$ cat config.mk
export PLATFORM = sky130hd
export DESIGN_NAME = gcd_controller
export DESIGN_NICKNAME = d
export VERILOG_FILES = /design/src/rtl/gcd_controller.sv
export SDC_FILE = /design/constraint.sdc
export NUM_CORES = 1
export LEC_CHECK = 0
export ABC_AREA = 1
export BUFFER_PORTS_ARGS = -buffer_cell sky130_fd_sc_hd__buf_4
export CORE_MARGIN = 3
export CORE_UTILIZATION = 50
export CTS_CLUSTER_SIZE = 28
export DETAILED_ROUTE_END_ITERATION = 10
export GPL_TIMING_DRIVEN = 0
export PLACE_DENSITY = 0.79
export SKIP_LAST_GASP = 1
export SYNTH_ARGS = -nofsm -noshare
export SYNTH_HDL_FRONTEND = slang
export SYNTH_SLANG_ARGS = --single-unit
$ cat constraint.sdc
create_clock -name clk -period 1.5 [get_ports clk]
set_input_delay 0.45 -clock clk [delete_from_list [all_inputs] [get_ports clk]]
set_output_delay 0.45 -clock clk [all_outputs]
set_load 0.05 [all_outputs]
$ cat src/rtl/gcd_controller.sv
// gcd_controller: control unit that sequences the Euclidean GCD algorithm on
// the companion datapath.
// Ports:
//   clk, rst_i (async, active-low)
//   start_i          - start request, sampled in IDLE only
//   modulo_ready_i   - ALU modulo result valid
//   valid_i          - datapath termination flag (remainder == 0 during check)
//   alu_mode_o       - ALU mode select (NOP/MAX/MIN/MOD)
//   modulo_start_o   - one-cycle modulo start pulse
//   wren_*_o         - datapath write-back flags
//   Zahl1_to_alu_a_o, Zahl2_to_alu_b_o - operand-to-ALU selects
//   check_for_termination_o - enables datapath valid
//   busy_o, done_o, error_o - status to top level
module gcd_controller (
    input  logic       clk,
    input  logic       rst_i,
    input  logic       start_i,
    input  logic       modulo_ready_i,
    input  logic       valid_i,
    output logic [2:0] alu_mode_o,
    output logic       modulo_start_o,
    output logic       wren_initial_o,
    output logic       wren_zw_gross_o,
    output logic       wren_zw_klein_o,
    output logic       wren_zw_in_zahlen_o,
    output logic       wren_erg_modulo_o,
    output logic       wren_Zahl_o,
    output logic       wren_to_new_numbers_o,
    output logic       Zahl1_to_alu_a_o,
    output logic       Zahl2_to_alu_b_o,
    output logic       check_for_termination_o,
    output logic       busy_o,
    output logic       done_o,
    output logic       error_o
);

    localparam logic [2:0]  MODE_NOP    = 3'd0;
    localparam logic [2:0]  MODE_MAX    = 3'd1;
    localparam logic [2:0]  MODE_MIN    = 3'd2;
    localparam logic [2:0]  MODE_MOD    = 3'd3;
    localparam int unsigned MOD_TIMEOUT = 64;
    localparam int unsigned MAX_ITER    = 32;
    localparam int unsigned TMO_W       = $clog2(MOD_TIMEOUT);
    localparam int unsigned ITER_W      = $clog2(MAX_ITER + 1);

    typedef enum logic [3:0] {
        S_IDLE, S_LOAD, S_MAX, S_MAX_WB, S_MIN_WB, S_SWAP, S_MOD_START,
        S_MOD_WAIT, S_MOD_WB, S_CHECK, S_UPDATE, S_DONE, S_ERROR
    } state_t;

    typedef struct packed {
        logic [2:0] alu_mode;
        logic       modulo_start;
        logic       wren_initial;
        logic       wren_zw_gross;
        logic       wren_zw_klein;
        logic       wren_zw_in_zahlen;
        logic       wren_erg_modulo;
        logic       wren_zahl;
        logic       wren_to_new_numbers;
        logic       sel_a;
        logic       sel_b;
        logic       check;
        logic       busy;
        logic       done;
        logic       error;
    } ctrl_t;

    state_t              r_state;
    state_t              w_state_next;
    logic [ITER_W-1:0]   r_iter_cnt;
    logic [TMO_W-1:0]    r_tmo_cnt;
    ctrl_t               r_ctrl;
    ctrl_t               w_ctrl;

    // State, counters and output register. Outputs are decoded from the next
    // state and registered, so they follow the state register cycle-for-cycle
    // and clear together with it on asynchronous reset.
    always_ff @(posedge clk or negedge rst_i) begin
        if (!rst_i) begin
            r_state    <= S_IDLE;
            r_iter_cnt <= '0;
            r_tmo_cnt  <= '0;
            r_ctrl     <= '0;
        end else begin
            r_state <= w_state_next;
            r_ctrl  <= w_ctrl;
            case (r_state)
                S_SWAP: r_iter_cnt <= '0;
                S_MOD_START: begin
                    if (r_iter_cnt != ITER_W'(MAX_ITER))
                        r_iter_cnt <= r_iter_cnt + ITER_W'(1);
                    r_tmo_cnt <= '0;
                end
                S_MOD_WAIT: begin
                    if (!modulo_ready_i && (r_tmo_cnt != TMO_W'(MOD_TIMEOUT - 1)))
                        r_tmo_cnt <= r_tmo_cnt + TMO_W'(1);
                end
                default: ;
            endcase
        end
    end

    // Next-state logic.
    always_comb begin
        w_state_next = r_state;
        unique case (r_state)
            S_IDLE:      if (start_i) w_state_next = S_LOAD;
            S_LOAD:      w_state_next = S_MAX;
            S_MAX:       w_state_next = S_MAX_WB;
            S_MAX_WB:    w_state_next = S_MIN_WB;
            S_MIN_WB:    w_state_next = S_SWAP;
            S_SWAP:      w_state_next = S_MOD_START;
            S_MOD_START: w_state_next = S_MOD_WAIT;
            S_MOD_WAIT: begin
                if (modulo_ready_i)
                    w_state_next = S_MOD_WB;
                else if (r_tmo_cnt == TMO_W'(MOD_TIMEOUT - 1))
                    w_state_next = S_ERROR;
            end
            S_MOD_WB:    w_state_next = S_CHECK;
            S_CHECK: begin
                if (valid_i)
                    w_state_next = S_DONE;
                else if (r_iter_cnt == ITER_W'(MAX_ITER))
                    w_state_next = S_ERROR;
                else
                    w_state_next = S_UPDATE;
            end
            S_UPDATE:    w_state_next = S_MOD_START;
            S_DONE:      w_state_next = S_IDLE;
            S_ERROR:     w_state_next = S_IDLE;
            default:     w_state_next = S_IDLE;
        endcase
    end

    // Output decode of the upcoming state.
    always_comb begin
        w_ctrl          = '0;
        w_ctrl.alu_mode = MODE_NOP;
        w_ctrl.busy     = (w_state_next != S_IDLE);
        unique case (w_state_next)
            S_LOAD:      w_ctrl.wren_initial = 1'b1;
            S_MAX: begin
                w_ctrl.sel_a    = 1'b1;
                w_ctrl.sel_b    = 1'b1;
                w_ctrl.alu_mode = MODE_MAX;
            end
            S_MAX_WB: begin
                w_ctrl.wren_zw_gross = 1'b1;
                w_ctrl.sel_a         = 1'b1;
                w_ctrl.sel_b         = 1'b1;
                w_ctrl.alu_mode      = MODE_MIN;
            end
            S_MIN_WB:    w_ctrl.wren_zw_klein     = 1'b1;
            S_SWAP:      w_ctrl.wren_zw_in_zahlen = 1'b1;
            S_MOD_START: begin
                w_ctrl.modulo_start = 1'b1;
                w_ctrl.sel_a        = 1'b1;
                w_ctrl.sel_b        = 1'b1;
                w_ctrl.alu_mode     = MODE_MOD;
            end
            S_MOD_WAIT: begin
                w_ctrl.sel_a    = 1'b1;
                w_ctrl.sel_b    = 1'b1;
                w_ctrl.alu_mode = MODE_MOD;
            end
            S_MOD_WB:    w_ctrl.wren_erg_modulo = 1'b1;
            S_CHECK:     w_ctrl.check           = 1'b1;
            S_UPDATE: begin
                w_ctrl.wren_zahl           = 1'b1;
                w_ctrl.wren_to_new_numbers = 1'b1;
            end
            S_DONE:      w_ctrl.done  = 1'b1;
            S_ERROR:     w_ctrl.error = 1'b1;
            default: ;
        endcase
    end

    assign alu_mode_o              = r_ctrl.alu_mode;
    assign modulo_start_o          = r_ctrl.modulo_start;
    assign wren_initial_o          = r_ctrl.wren_initial;
    assign wren_zw_gross_o         = r_ctrl.wren_zw_gross;
    assign wren_zw_klein_o         = r_ctrl.wren_zw_klein;
    assign wren_zw_in_zahlen_o     = r_ctrl.wren_zw_in_zahlen;
    assign wren_erg_modulo_o       = r_ctrl.wren_erg_modulo;
    assign wren_Zahl_o             = r_ctrl.wren_zahl;
    assign wren_to_new_numbers_o   = r_ctrl.wren_to_new_numbers;
    assign Zahl1_to_alu_a_o        = r_ctrl.sel_a;
    assign Zahl2_to_alu_b_o        = r_ctrl.sel_b;
    assign check_for_termination_o = r_ctrl.check;
    assign busy_o                  = r_ctrl.busy;
    assign done_o                  = r_ctrl.done;
    assign error_o                 = r_ctrl.error;

endmodule

# Yosys cells after proc, flatten, opt, wreduce, memory -nomap -nowiden

Index checks and enable logic that the tools add are counted.

Register bits after elaboration: 33

Eq/ne operators: 28
Reductions and logical operators: 11
Add/subtract/negate cells: 2
Muxes and demuxes: 22

Operators with widths:

| operator                                            | number |
|---|---|
| case mux 4 bit (10 select lines)                    | 1 |
| equality test 4 x 3 -> 1 bit, second input constant | 8 |
| equality test 4 bit, second input constant          | 8 |
| case mux 6 bit (2 select lines)                     | 2 |
| equality test 4 x 2 -> 1 bit, second input constant | 4 |
| adder 6 x 1 -> 6 bit, second input constant         | 2 |
| equality test 6 bit, second input constant          | 2 |
| 2-to-1 mux 4 bit                                    | 3 |
| 2-to-1 mux 6 bit                                    | 2 |
| != test 6 bit, second input constant                | 2 |
| 2-to-1 mux 1 bit                                    | 9 |
| equality test 4 x 1 -> 1 bit, second input constant | 2 |
| 2-to-1 mux 3 bit                                    | 2 |
| case mux 2 bit (3 select lines)                     | 1 |
| zero test 4 bit                                     | 1 |
| 2-to-1 mux 2 bit                                    | 2 |
| != test 2 bit, second input constant                | 2 |
| AND reduction 2 bit                                 | 2 |
| nonzero test 2 bit                                  | 2 |
| nonzero test 4 bit                                  | 1 |
| OR reduction 2 bit                                  | 2 |
| OR reduction 4 bit                                  | 1 |
| logical AND 1 bit                                   | 1 |
| zero test 1 bit                                     | 1 |

# Longest topological paths before layout

Gate-level depths: netlist of the first run.

Depth after elaboration: 7
Depth in mapped cells: 10
Gate-level depth less buffers: 10

# Worst setup path after synthesis of the first run

No wires, ideal clock.

Path type: reg-to-reg
From: register r_iter_cnt[0]
To: register r_ctrl (netlist bit wren_erg_modulo_o)
Library setup time: 0.117 ns
Arrival: 1.333 ns
Path buffers: 0
Setup slack: 0.049 ns
Cell stages (with the launch flop): 10
Clock period less this slack: 1.451 ns
Path through: dfrtp_1 > inv_1 > ha_1 > inv_1 > nor2_1 > inv_1 > nor2_1 > nand3_1 > nand3_1 > nor2_1

RTL lines:

| what                   | RTL line | text |
|---|---|---|
| from (decl)            | 71       | `logic [ITER_W-1:0] r_iter_cnt;` |
| from (signal assigned) | 92       | `r_iter_cnt <= r_iter_cnt + ITER_W'(1);` |
| to (signal assigned)   | 87       | `r_ctrl <= w_ctrl;` |
| to (decl)              | 73       | `ctrl_t r_ctrl;` |

# Final worst setup path of the first run

From: register r_ctrl (netlist bit wren_to_new_numbers_o)
To: output wren_to_new_numbers_o

RTL lines:

| what      | RTL line | text |
|---|---|---|
| to (decl) | 28       | `output logic wren_to_new_numbers_o,` |

No word-level cell between the ends.

==> results.sh, run 1 <==
export IMPL_fill_cells=232
export IMPL_dpl_cell_area_um2=1730
export IMPL_p_total_uw=3840
export IMPL_routed_wl_um=3000
export IMPL_final_util=0.674
export IMPL_drc=0
export IMPL_grt_overflow=0
export IMPL_die_h_um=61.5
export IMPL_io_pins=22
export IMPL_setup_viol=0
export IMPL_antennaDiodeCount=0
export IMPL_max_freq_ghz=0.694
export IMPL_fin_skew_ps=18.5
export IMPL_ys_top_cells_by_area="dfrtp_1 49%, nand2_1 9.7%, inv_1 6.1%"
export IMPL_vdd_drop_max_mv=0.933
export IMPL_antenna_found_initial=0
export IMPL_synthArstFlopShare=1.00
export IMPL_grt_use_total=0.191
export IMPL_synth_edf_count=0
export IMPL_worstPathArrival_ps=990
export IMPL_ys_ff_latch=30
export IMPL_synth_cell_types=28
export IMPL_regArea_um2=756
export IMPL_via_per_inst=5.13
export IMPL_crit_path_end_kind="primary output"
export IMPL_cp_max_fo=2
export IMPL_die_x_um=61.5
export IMPL_coreArea_um2=2850
export IMPL_cts_buffers=5
export IMPL_synth_nets=190
export IMPL_drive_gt1_frac=0.356
export IMPL_fin_crit_sh=0.960
export IMPL_die_area_um2=3790
export IMPL_final_cell_mix="38 x nand2_1, 27 x buf_4, 26 x dfrtp_1"
export IMPL_clockBufferDepth=2
export IMPL_synth_top_area_frac=0.487
export IMPL_clk_pin_slew_ps=100
export IMPL_rows=19
export IMPL_cts_num_sinks=30
export IMPL_place_congestion=0.855
export IMPL_postRouteAntennaNets=0
export IMPL_initialDrtViolationCount=54
export IMPL_grt_pass1_vias=1226
export IMPL_required_ps=1050
export IMPL_p_leak_uw=0.00101
export IMPL_fin_crit_ps=1440
export IMPL_synth_area_um2=1540
export IMPL_grt_max_degree=31
export IMPL_maxCapViolCount=0
export IMPL_cts_root_buf="clkbuf_4"
export IMPL_dpl_hpwl_um=2210
export IMPL_post_drt_wl_per_cell_um=12.1
export IMPL_area_growth_pct=24.7
export IMPL_hold_path_class="input pin to async pin"
export IMPL_rsz0062_at_grt="true"
export IMPL_layout_nets=223
export IMPL_io_buffers=20
export IMPL_initial_core_util=0.541
export IMPL_cts_max_level=2
export IMPL_final_hold_viol_count=0
export IMPL_synth_top_area_cell="dfrtp_1"
export IMPL_multi_input_comb_area_um2=717
export IMPL_ys_flop_type="dfrtp_1"
export IMPL_synthCells=182
export IMPL_vias=1267
export IMPL_ys_seq_area_frac=0.487
export IMPL_final_area_um2=1920
export IMPL_clock_latency_ps=320
export IMPL_run_status="finished clean"
export IMPL_tritoncts="yes"
export IMPL_start_kind="register"
export IMPL_layout_commonest_cell="nand2_1"
export IMPL_yosysWarnings=0
export IMPL_drtPass1Iterations=5
export IMPL_maxSlewViolCount=0
export IMPL_grt_pass1_wl_um=5240
export IMPL_avgSynthCellArea_um2=8.48
export IMPL_crit_type="register to primary output"
export IMPL_power_density_nw_per_um2=2000
area by class of cell:
class,count,share of cell area
Sequential cell,30,0.393
Multi-Input combinational cell,121,0.373
Inverter,28,0.0560
Clock buffer,8,0.0410
Buffer,3,0.0117
Timing Repair Buffer,26,0.105
Tap cell,31,0.0202
sequential cells by signal (all words and copies together), names as in the netlist:
name / count
Zahl1_to_alu_a_o: 1
alu_mode_o: 2
busy_o: 1
check_for_termination_o: 1
done_o: 1
error_o: 1
modulo_start_o: 1
r_iter_cnt: 6
r_state: 4
r_tmo_cnt: 6
wren_erg_modulo_o: 1
wren_initial_o: 1
wren_to_new_numbers_o: 1
wren_zw_gross_o: 1
wren_zw_in_zahlen_o: 1
wren_zw_klein_o: 1
per-layer routing:
layer,up-vias,global-route usage,part of all wire
met5,-,0,0
met1,594,0.226,0.42
met4,0,0.0879,0.012
met3,5,0.0650,0.049
met2,39,0.312,0.52
li1,629,-,-
per-stage QoR:
stage | setup TNS [ps] | worst slack [ps] | std cells | hold slack (ps)
finish | 0 | 60.1 | 247 | 28.4
detailed placement | -1450 | -193 | 233 | 396
floorplan | 0 | 49.1 | 182 | 154
global placement | -588 | -116 | 233 | 390
CTS | 0 | 8.19 | 243 | 27.8
global route | -1.25 | -1.15 | 247 | 38.1
power breakdown:
part / internal, uW / switching, uW / total, uW
Combinational: 664 / 1350 / 2020
Sequential: 1050 / 194 / 1240
Clock: 320 / 263 / 584
kinds of logic (layout without fill, tap and decap cells):
family / Yosys count / in the layout / synth area share
simple gates: 98 / 98 / 0.321
buf+inv: 31 / 65 / 0.0844
flops: 30 / 30 / 0.487
compound gates: 14 / 14 / 0.0527
xor+xnor: 5 / 5 / 0.0284
fa+ha+maj: 3 / 3 / 0.0243
other cells: 1 / 1 / 0.00243
synth_stat cells (2+ instances only):
master / number
buf_4: 3
nor2_1: 21
inv_2: 2
nor2_4: 4
nand3b_1: 2
a21oi_1: 5
nand2_1: 40
nand4_1: 2
ha_1: 3
nand3_1: 15
xor2_1: 5
o21ai_2: 2
nand3_2: 2
o21ai_0: 4
nand2_2: 3
nand2_4: 2
nor2_2: 3
inv_1: 25
dfrtp_1: 30
worst paths after layout:
check | slack [ps] | startpoint | to | cells past startpoint
setup / recovery | 60 | wren_to_new_numbers_o | wren_to_new_numbers_o | 2
hold / removal | 30 | rst_i | error_o | 1
setup reg to reg | 90 | r_state[3] | r_tmo_cnt[1] | 8
hold reg to reg | 520 | r_tmo_cnt[5] | r_tmo_cnt[5] | 2
max in group asynchronous | 1170 | rst_i | r_state[0] | 1
min in group clk | 380 | start_i | wren_initial_o | 2
what timing repair did:
item,in CTS,in global routing
hold buffers,0,0
setup buffers,2,4
hold endpoints to repair,0,0
resized for setup,2,24
pin swaps,0,6
setup endpoints to repair,15,19
worst max-delay path, stage by stage, from the launching register on:
cell	delay [ps]
dfrtp_1	390
buf_4	130
buf_6	140
Power figures use the tool's default switching activity.
==> run 2, diff against run 1 <==
HOLD_SLACK_MARGIN = 0.05   (was unset)
TNS_END_PERCENT = 1   (was unset)
==> run 2 against run 1 <==
Net effect:
- setup slack worse by 24 ps
- non-clock buffer count down 2
- combinational power down 2%
- die area unchanged
- sequential cell count unchanged
- clock power about the same
- clock skew about the same
- clock-buffer cell count unchanged
- critical path type unchanged
- highest routed layer unchanged
==> results.sh, run 2 (synthesis gave the netlist of run 1 again) <==
export IMPL_crit_path_start="Zahl1_to_alu_a_o"
export IMPL_io_buffers=20
export IMPL_fin_crit_ps=1460
export IMPL_required_ps=1050
export IMPL_layout_nets=221
export IMPL_die_area_um2=3790
export IMPL_final_cell_mix="38 x nand2_1, 28 x dfrtp_1, 25 x buf_4"
export IMPL_multi_input_comb_area_um2=717
export IMPL_max_freq_ghz=0.683
export IMPL_place_inst=233
export IMPL_finalNonFillerCells=245
export IMPL_start_kind="register"
export IMPL_min_from="start_i"
export IMPL_rsz0062_at_grt="true"
export IMPL_maxCapViolCount=0
export IMPL_grt_pass1_vias=1230
export IMPL_drc=0
export IMPL_final_hold_viol_count=0
export IMPL_grt_overflow=0
export IMPL_cts_buffers=5
export IMPL_regArea_um2=753
export IMPL_seqPwrFrac=0.328
export IMPL_p_int_uw=2000
export IMPL_io_pins=22
export IMPL_maxSlewViolCount=0
export IMPL_crit_type="register to primary output"
export IMPL_cts_num_sinks=30
export IMPL_layout_commonest_cell="nand2_1"
export IMPL_hold_path_class="input pin to register"
export IMPL_coreArea_um2=2850
export IMPL_rows=19
export IMPL_initialDrtViolationCount=49
export IMPL_vias=1270
export IMPL_grt_max_degree=31
export IMPL_cp_max_fo=2
export IMPL_die_h_um=61.5
export IMPL_fin_crit_sh=0.976
export IMPL_grt_pass1_wl_um=5240
export IMPL_run_status="finished clean"
export IMPL_fin_skew_ps=18.0
export IMPL_p_leak_uw=0.00100
export IMPL_grt_use_total=0.191
export IMPL_post_drt_wl_per_cell_um=12.3
export IMPL_setup_slack_ps=35.7
export IMPL_crit_path_end_kind="primary output"
export IMPL_drtPass1Iterations=4
export IMPL_clock_latency_ps=320
export IMPL_area_growth_pct=23.4
export IMPL_power_share_clock=0.154
export IMPL_power_density_nw_per_um2=2000
export IMPL_final_util=0.668
export IMPL_antenna_found_initial=0
export IMPL_postRouteAntennaNets=0
export IMPL_die_x_um=61.5
export IMPL_antennaDiodeCount=0
export IMPL_routed_wl_um=3000
export IMPL_clk_pin_slew_ps=100
export IMPL_initial_core_util=0.541
export IMPL_tritoncts="yes"
export IMPL_clockBufferDepth=2
export IMPL_worstPathArrival_ps=1010
export IMPL_vdd_drop_max_mv=1.04
export IMPL_setup_viol=0
export IMPL_dpl_hpwl_um=2210
export IMPL_reg2reg_from="r_state[3]"
export IMPL_via_per_inst=5.18
export IMPL_fill_cells=237
export IMPL_cts_root_buf="clkbuf_4"
export IMPL_cts_max_level=2
export IMPL_reg_largest_list="r_iter_cnt (6), r_tmo_cnt (6), r_state (4)"
export IMPL_p_sw_frac=0.475
export IMPL_combPwrFrac=0.518
export IMPL_place_congestion=0.855
export IMPL_pre_cts_slack_ps=-193
export IMPL_drive_gt1_frac=0.336
export IMPL_netSwitchingPower_uw=1810
-- run 2: cell types whose count changed in the layout (fill, tap and decap cells not counted), sizes merged --
cell         change
dlygate4sd3      +1
buf              -3
-- run 2: path summary, 6_finish.rpt --
| path | slack (ps) | end | cells after the start |
|---|---|---|---|
| worst max-delay path | 40 | Zahl2_to_alu_b_o | 2 |
| worst min-delay path | 380 | wren_initial_o | 2 |
| worst max register to register | 70 | r_tmo_cnt[1] | 8 |
| worst min register to register | 520 | r_tmo_cnt[5] | 2 |
| max in group asynchronous | 630 | r_state[0] | 2 |
| min in group asynchronous | 580 | error_o | 2 |
-- run 2: cell type report --
class	instances	area share
plain buffers	3	0.0118
multi-input cells	121	0.376
flip-flops and latches	30	0.396
repair buffers	24	0.0979
well taps	31	0.0204
inverters	28	0.0565
clock buffers	8	0.0414
-- run 2: power by group through the flow --
stage | clock network (uW) | registers (uW) | logic, uW
finish | 586 | 1250 | 1970
global route | 647 | 1290 | 2150
detailed placement | 0 | 1270 | 1790
floorplan | 0 | 1610 | 968
global placement | 0 | 1250 | 1730
CTS | 605 | 1240 | 1840
-- run 2: routing by layer --
| metal | vias up | share of wire | global-route usage |
|---|---|---|---|
| li1 | 626 | - | - |
| met1 | 597 | 0.43 | 0.224 |
| met2 | 38 | 0.51 | 0.312 |
| met3 | 9 | 0.045 | 0.0650 |
| met4 | 0 | 0.021 | 0.0879 |
| met5 | - | 0 | 0 |
-- run 2: repair_timing --
item	4_1_cts	5_1_grt
pin swaps	0	5
setup endpoints to repair	15	20
setup buffers	1	2
hold buffers	1	0
gates resized for setup	2	21
hold endpoints to repair	23	0
-- run 2: worst max-delay path: stages, from the launching register on --
cell and delay (ps):
dfrtp_1 390, buf_4 130, buf_4 180
-- run 2: metrics by stage --
step,setup TNS [ps],hold WS (ps),cell area (um^2),power (uW)
3_3_place_gp,-588,390,1730,2980
2_1_floorplan,0,154,1540,2580
6_report,0,379,1900,3810
4_1_cts,-151,364,1840,3680
3_5_place_dp,-1450,396,1730,3050
5_1_grt,-155,362,1900,4090
